$ cat config.mk
export PLATFORM = sky130hd
export DESIGN_NAME = arb2_1
export DESIGN_NICKNAME = d
export VERILOG_FILES = /design/src/rtl/arb2_1_pkg.sv /design/src/rtl/arb2_1_hold_counter.sv /design/src/rtl/arb2_1.sv
export SDC_FILE = /design/constraint.sdc
export NUM_CORES = 1
export LEC_CHECK = 0
export BUFFER_PORTS_ARGS = -buffer_cell sky130_fd_sc_hd__clkbuf_2
export CORE_AREA = 2 2 39 41
export DETAILED_ROUTE_END_ITERATION = 8
export DIE_AREA = 0 0 41 43
export PLACE_DENSITY = 0.54
export SKIP_LAST_GASP = 1
export SLEW_MARGIN = 20
export SYNTH_ARGS = -nofsm -noshare
export SYNTH_HDL_FRONTEND = slang
export SYNTH_SLANG_ARGS = --single-unit
$ cat constraint.sdc
create_clock -name clk -period 2.8 [get_ports clk]
set_input_delay 0.56 -clock clk [delete_from_list [all_inputs] [get_ports clk]]
set_output_delay 0.56 -clock clk [all_outputs]
set_load 0.03 [all_outputs]
$ cat src/rtl/arb2_1_pkg.sv
// Shared types and constants for the two-requester mux-path arbiter.
package arb2_1_pkg;

   typedef enum logic [1:0] {
      IDLE  = 2'd0,
      OWN_A = 2'd1,
      OWN_B = 2'd2
   } arb_state_e;

   localparam logic SEL_A = 1'b0;
   localparam logic SEL_B = 1'b1;

   // last_owner encoding; reset value LAST_B lets A win the first tie
   localparam logic LAST_A = 1'b0;
   localparam logic LAST_B = 1'b1;

   localparam int unsigned MAX_HOLD_DEFAULT = 8;

endpackage

$ cat src/rtl/arb2_1_hold_counter.sv
// hold_counter: 8-bit cycle counter with synchronous clear, enable and saturation at MAX.
module hold_counter #(
   parameter int unsigned MAX = 8
) (
   input  logic       i_clk,
   input  logic       i_rst_n,
   input  logic       i_clear,
   input  logic       i_enable,
   output logic [7:0] o_count
);

   localparam logic [7:0] LIMIT = 8'(MAX);

   logic [7:0] r_count;

   // clear wins over enable; counting stops once LIMIT is reached
   always_ff @(posedge i_clk or negedge i_rst_n) begin
      if (!i_rst_n) begin
         r_count <= 8'd0;
      end else if (i_clear) begin
         r_count <= 8'd0;
      end else if (i_enable && (r_count < LIMIT)) begin
         r_count <= r_count + 8'd1;
      end else begin
         r_count <= r_count;
      end
   end

   assign o_count = r_count;

endmodule

$ cat src/rtl/arb2_1.sv
// arb2_1: two-requester arbiter for a shared mux input path with fair tie-breaking.
// Define ARB2_1_TIMEOUT_EN to force a handoff after MAX_HOLD grant cycles when the other side waits.
module arb2_1
   import arb2_1_pkg::*;
#(
   parameter int unsigned MAX_HOLD = MAX_HOLD_DEFAULT
) (
   input  logic clk,
   input  logic reset_n,
   input  logic req_a,
   input  logic req_b,
   input  logic done_a,
   input  logic done_b,
   output logic gnt_a,
   output logic gnt_b,
   output logic sel,
   output logic busy,
   output logic timeout
);

   arb_state_e r_state;
   arb_state_e w_next;
   logic       r_gnt_a;
   logic       r_gnt_b;
   logic       r_sel;
   logic       r_last_owner;
   logic       r_timeout;
   logic       w_force;
   logic       w_hold_last;
   logic       w_enter_a;
   logic       w_enter_b;

`ifdef ARB2_1_TIMEOUT_EN
   localparam logic [7:0] HOLD_LAST = 8'(MAX_HOLD - 1);

   logic [7:0] w_hold_cnt;

   hold_counter #(
      .MAX (MAX_HOLD)
   ) u_hold_counter (
      .i_clk    (clk),
      .i_rst_n  (reset_n),
      .i_clear  (w_enter_a | w_enter_b),
      .i_enable (r_state != IDLE),
      .o_count  (w_hold_cnt)
   );

   assign w_hold_last = (w_hold_cnt == HOLD_LAST);
`else
   assign w_hold_last = 1'b0;
`endif

   // next-state: release beats forced handoff; a release hands over directly when the other side waits
   always_comb begin
      w_next  = r_state;
      w_force = 1'b0;
      case (r_state)
         IDLE: begin
            if (req_a && req_b) begin
               w_next = (r_last_owner == LAST_B) ? OWN_A : OWN_B;
            end else if (req_a) begin
               w_next = OWN_A;
            end else if (req_b) begin
               w_next = OWN_B;
            end else begin
               w_next = IDLE;
            end
         end
         OWN_A: begin
            if (done_a || !req_a) begin
               w_next = req_b ? OWN_B : IDLE;
            end else if (w_hold_last && req_b) begin
               w_next  = OWN_B;
               w_force = 1'b1;
            end else begin
               w_next = OWN_A;
            end
         end
         OWN_B: begin
            if (done_b || !req_b) begin
               w_next = req_a ? OWN_A : IDLE;
            end else if (w_hold_last && req_a) begin
               w_next  = OWN_A;
               w_force = 1'b1;
            end else begin
               w_next = OWN_B;
            end
         end
         default: begin
            w_next = IDLE;
         end
      endcase
   end

   assign w_enter_a = (w_next == OWN_A) && (r_state != OWN_A);
   assign w_enter_b = (w_next == OWN_B) && (r_state != OWN_B);

   // state and grant registers; grants are decoded from the next state so outputs come straight from flops
   always_ff @(posedge clk or negedge reset_n) begin
      if (!reset_n) begin
         r_state   <= IDLE;
         r_gnt_a   <= 1'b0;
         r_gnt_b   <= 1'b0;
         r_timeout <= 1'b0;
      end else begin
         r_state   <= w_next;
         r_gnt_a   <= (w_next == OWN_A);
         r_gnt_b   <= (w_next == OWN_B);
         r_timeout <= w_force;
      end
   end

   // select and last owner move only on entry to an ownership state, so sel holds through IDLE
   always_ff @(posedge clk or negedge reset_n) begin
      if (!reset_n) begin
         r_sel        <= SEL_A;
         r_last_owner <= LAST_B;
      end else if (w_enter_a) begin
         r_sel        <= SEL_A;
         r_last_owner <= LAST_A;
      end else if (w_enter_b) begin
         r_sel        <= SEL_B;
         r_last_owner <= LAST_B;
      end else begin
         r_sel        <= r_sel;
         r_last_owner <= r_last_owner;
      end
   end

   assign gnt_a   = r_gnt_a;
   assign gnt_b   = r_gnt_b;
   assign sel     = r_sel;
   assign busy    = r_gnt_a | r_gnt_b;
   assign timeout = r_timeout;

endmodule

# == Word level (Yosys, flattened, before mapping) ==
# Cells that the tools add are included.
# totals
register_bits,6
out_inout_bits,5
in_bits,6
word_cells,31
# op_classes
reduce_logical,9
n_mux,10
eq_ne,6
n_bitwise,1
# op_table
cell,n
2-to-1 mux 2 bit,6
one-hot mux 2 bit (3 select lines),1
== test 2 x 1 -> 1 bit (second input constant),2
== test 2 bit (second input constant),2
logical AND 1 bit,3
2-to-1 mux 1 bit,3
logical NOT 1 bit,2
logical NOT 2 bit,1
logical OR 1 bit,2
inequality test 2 x 1 -> 1 bit (second input constant),1
inequality test 2 bit (second input constant),1
nonzero test 2 bit,1
OR 1 bit,1

# == Longest topological paths before layout ==
# logic_depth
depth_word,8
mapped_depth,3
ltp_nobuf,3

# == Worst setup path after synthesis ==
# OpenSTA, ideal clock, no wires.
# synth_path
path_kind,reg2out
startpoint,register r_gnt_b (netlist: gnt_b)
endpoint,output port busy
n_path_buf,0
setup_slack_ns,1.394
path_stages_with_launch,2
t_required_ns,2.240
t_arrival_ns,0.846
path_cell_list,dfrtp_1 or2_1
# synth_via
elab_chain_cells,1
# synth_lines
item,line,text
"start, declared",arb2_1.sv:24,logic r_gnt_b;
"start signal, assigned",arb2_1.sv:108,r_gnt_b <= (w_next == OWN_B);
OR 1 bit,arb2_1.sv:133,assign busy = r_gnt_a | r_gnt_b;
"end, declared",arb2_1.sv:17,"output logic busy,"
# No other way between the ends.

# == Final worst setup path ==
# Ends and elaborated chain as after synthesis.

==> out/qor.yml <==
die_w_um: 41
syn_area_per_cell_um2: 9.38
comb_power_share: 0.298
grt_start_max_net_pins: 8
drtIter0Drc: 3
place_hpwl_um: 465
cp-end-kind: "output pin"
cts.repair.resized: 0
post-route-period-util: 0.555
syn_nets: 38
crit_type: "flop to output pin"
ant_nets: 0
start_kind: "flop"
worst_hold_slack_ps: 134
drive_above_1_share: 0.295
n_fill_cell: 156
clock.fmax_mhz: 644
p_leak_nw: 0.198
peakVddDrop_mv: 0.201
h-tree-depth: 1
clockBufferDepth: 2
power_switching_mw: 0.103
rows: 14
final_max_slew_viol_count: 0
vias: 259
hold_buffers: 0
cts.sinks: 6
syn_area_um2: 300
ys_seq_area_frac: 0.504
fin_worst_skew_ps: 5.44
initial_core_util: 0.217
postSynthCellCount: 32
nNetsFinal: 51
period_needed_ps: 1550
io_buffers: 9
switching_share: 0.345
coreArea_um2: 1380
place_congestion: 0.762
synth-seq-cells: 6
grt_pass1_vias: 216
routedWlPerCell_um: 9.32
drv_cap: 0
hold_viol: 0
power_frac_clock: 0.281
pwr-share-seq: 0.421
synth_warnings: 0
min_path_type: "input port to async pin"
dr.pass1.iters: 4
final.setup.tns_ps: 0
cts_made_buffers: 3
drc: 0
rsz0062_at_grt: "no"
die_area_um2: 1760
cts_root_buf: "clkbuf_4"
grt_pass1_wl_um: 855
setup_viol: 0
area_growth_pct: 27.9
outcome: "finished, final reports clean"
post_synth_num_cell_types: 16
clk_pin_slew_worst_paths_ps: 50
overflow: 0
cp_max_fo: 2
internal-power_mw: 0.196
synth_top_area_cell: "dfrtp_1"
clkLatencyLatePin_ps: 240
postCtsSetupBuffers: 0
viasPerCell: 4.32
die_h_um: 43
power_density_nw_per_um2: 778
antenna_cells: 0
cts_tree: "done"
synth_area_leaders: "dfrtp_1 (42%), nand2b_1 (10%), dfstp_2 (8.8%)"
cp.required_ps: 2240
netlist.area_leader.share: 0.417
grt.total_usage: 0.0746
routed_wl_um: 559
antenna_found_initial: 0
crit_arrival_ps: 990
io_pins: 11
[power groups by stage]
stage,Combinational [mW],Clock [mW],Sequential (mW)
floorplan,0.0479,0,0.141
global placement,0.0888,0,0.127
detailed placement,0.0895,0,0.127
CTS,0.0899,0.0883,0.126
global route,0.0980,0.0924,0.128
finish,0.0890,0.0841,0.126
[path summary, 6_finish.rpt]
| path | startpoint | slack, ps | cells after the start | end |
|---|---|---|---|---|
| worst max-delay path | gnt_b | 1250 | 2 | busy |
| worst min-delay path | reset_n | 130 | 1 | gnt_a |
| worst max register to register | r_last_owner | 1720 | 3 | sel |
| worst min register to register | r_last_owner | 490 | 2 | r_last_owner |
| max in group asynchronous | reset_n | 2440 | 1 | r_last_owner |
| min in group clk | r_last_owner | 490 | 2 | r_last_owner |
[cells in the mapped netlist (all sizes together)]
cell type,n
or2,1
a21boi,2
inv,3
a21oi,3
and3,2
nand2b,5
dfrtp,5
a21o,1
dfstp,1
conb,1
buf,1
nor3,1
nor2b,1
o21ai,3
o22ai,2
[critical path, cell delays in order, from the launching register on]
cell      delay [ps]
dfrtp_1          360
or2_1            220
clkbuf_2         180
[per-layer routing]
layer / wire length [um] / up-vias / GRT usage
met4: 0 / 0 / 0.0800
li1: - / 131 / -
met3: 30 / 0 / 0.0157
met1: 250 / 118 / 0.0912
met2: 278 / 10 / 0.0969
met5: 0 / - / 0
[sequential cells by signal (all words and copies together) (netlist names)]
name	count
r_state	2
sel	1
r_last_owner	1
gnt_b	1
gnt_a	1
[metrics by stage]
step / utilization / cell area (um^2) / power [mW] / cells / setup slack [ps]
final: 0.278 / 384 / 0.299 / 60 / 1250
after floorplan: - / 300 / 0.189 / 32 / 1390
after CTS: 0.278 / 384 / 0.304 / 60 / 1230
after global placement: 0.259 / 358 / 0.215 / 56 / 1500
after global routing: 0.278 / 384 / 0.319 / 60 / 1200
after detailed placement: 0.259 / 358 / 0.217 / 56 / 1490
[layout make-up]
type	instances	area, um^2	area share
well taps	16	20.0	0.0521
inverters	3	11.3	0.0293
flip-flops and latches	6	151	0.394
clock buffers	4	26.3	0.0684
multi-input cells	22	130	0.339
repair buffers	9	45.0	0.117
[cell usage in the layout (no fill, tap or decap), types with 2 or more instances in the layout]
| master | n |
|---|---|
| o21ai_1 | 2 |
| and3_1 | 2 |
| clkbuf_2 | 9 |
| inv_1 | 3 |
| o22ai_1 | 2 |
| a21boi_1 | 2 |
| a21oi_1 | 3 |
| nand2b_1 | 5 |
| clkbuf_4 | 3 |
| dfrtp_1 | 5 |
[logic make-up after synthesis]
| logic type | count (synthesis) | synth area share |
|---|---|---|
| AOI/OAI and AO/OA | 11 | 0.217 |
| and+or+nand+nor | 10 | 0.204 |
| DFF | 6 | 0.504 |
| buffers and inverters | 4 | 0.0625 |
| other | 1 | 0.0125 |
Power figures use the tool's default switching activity.
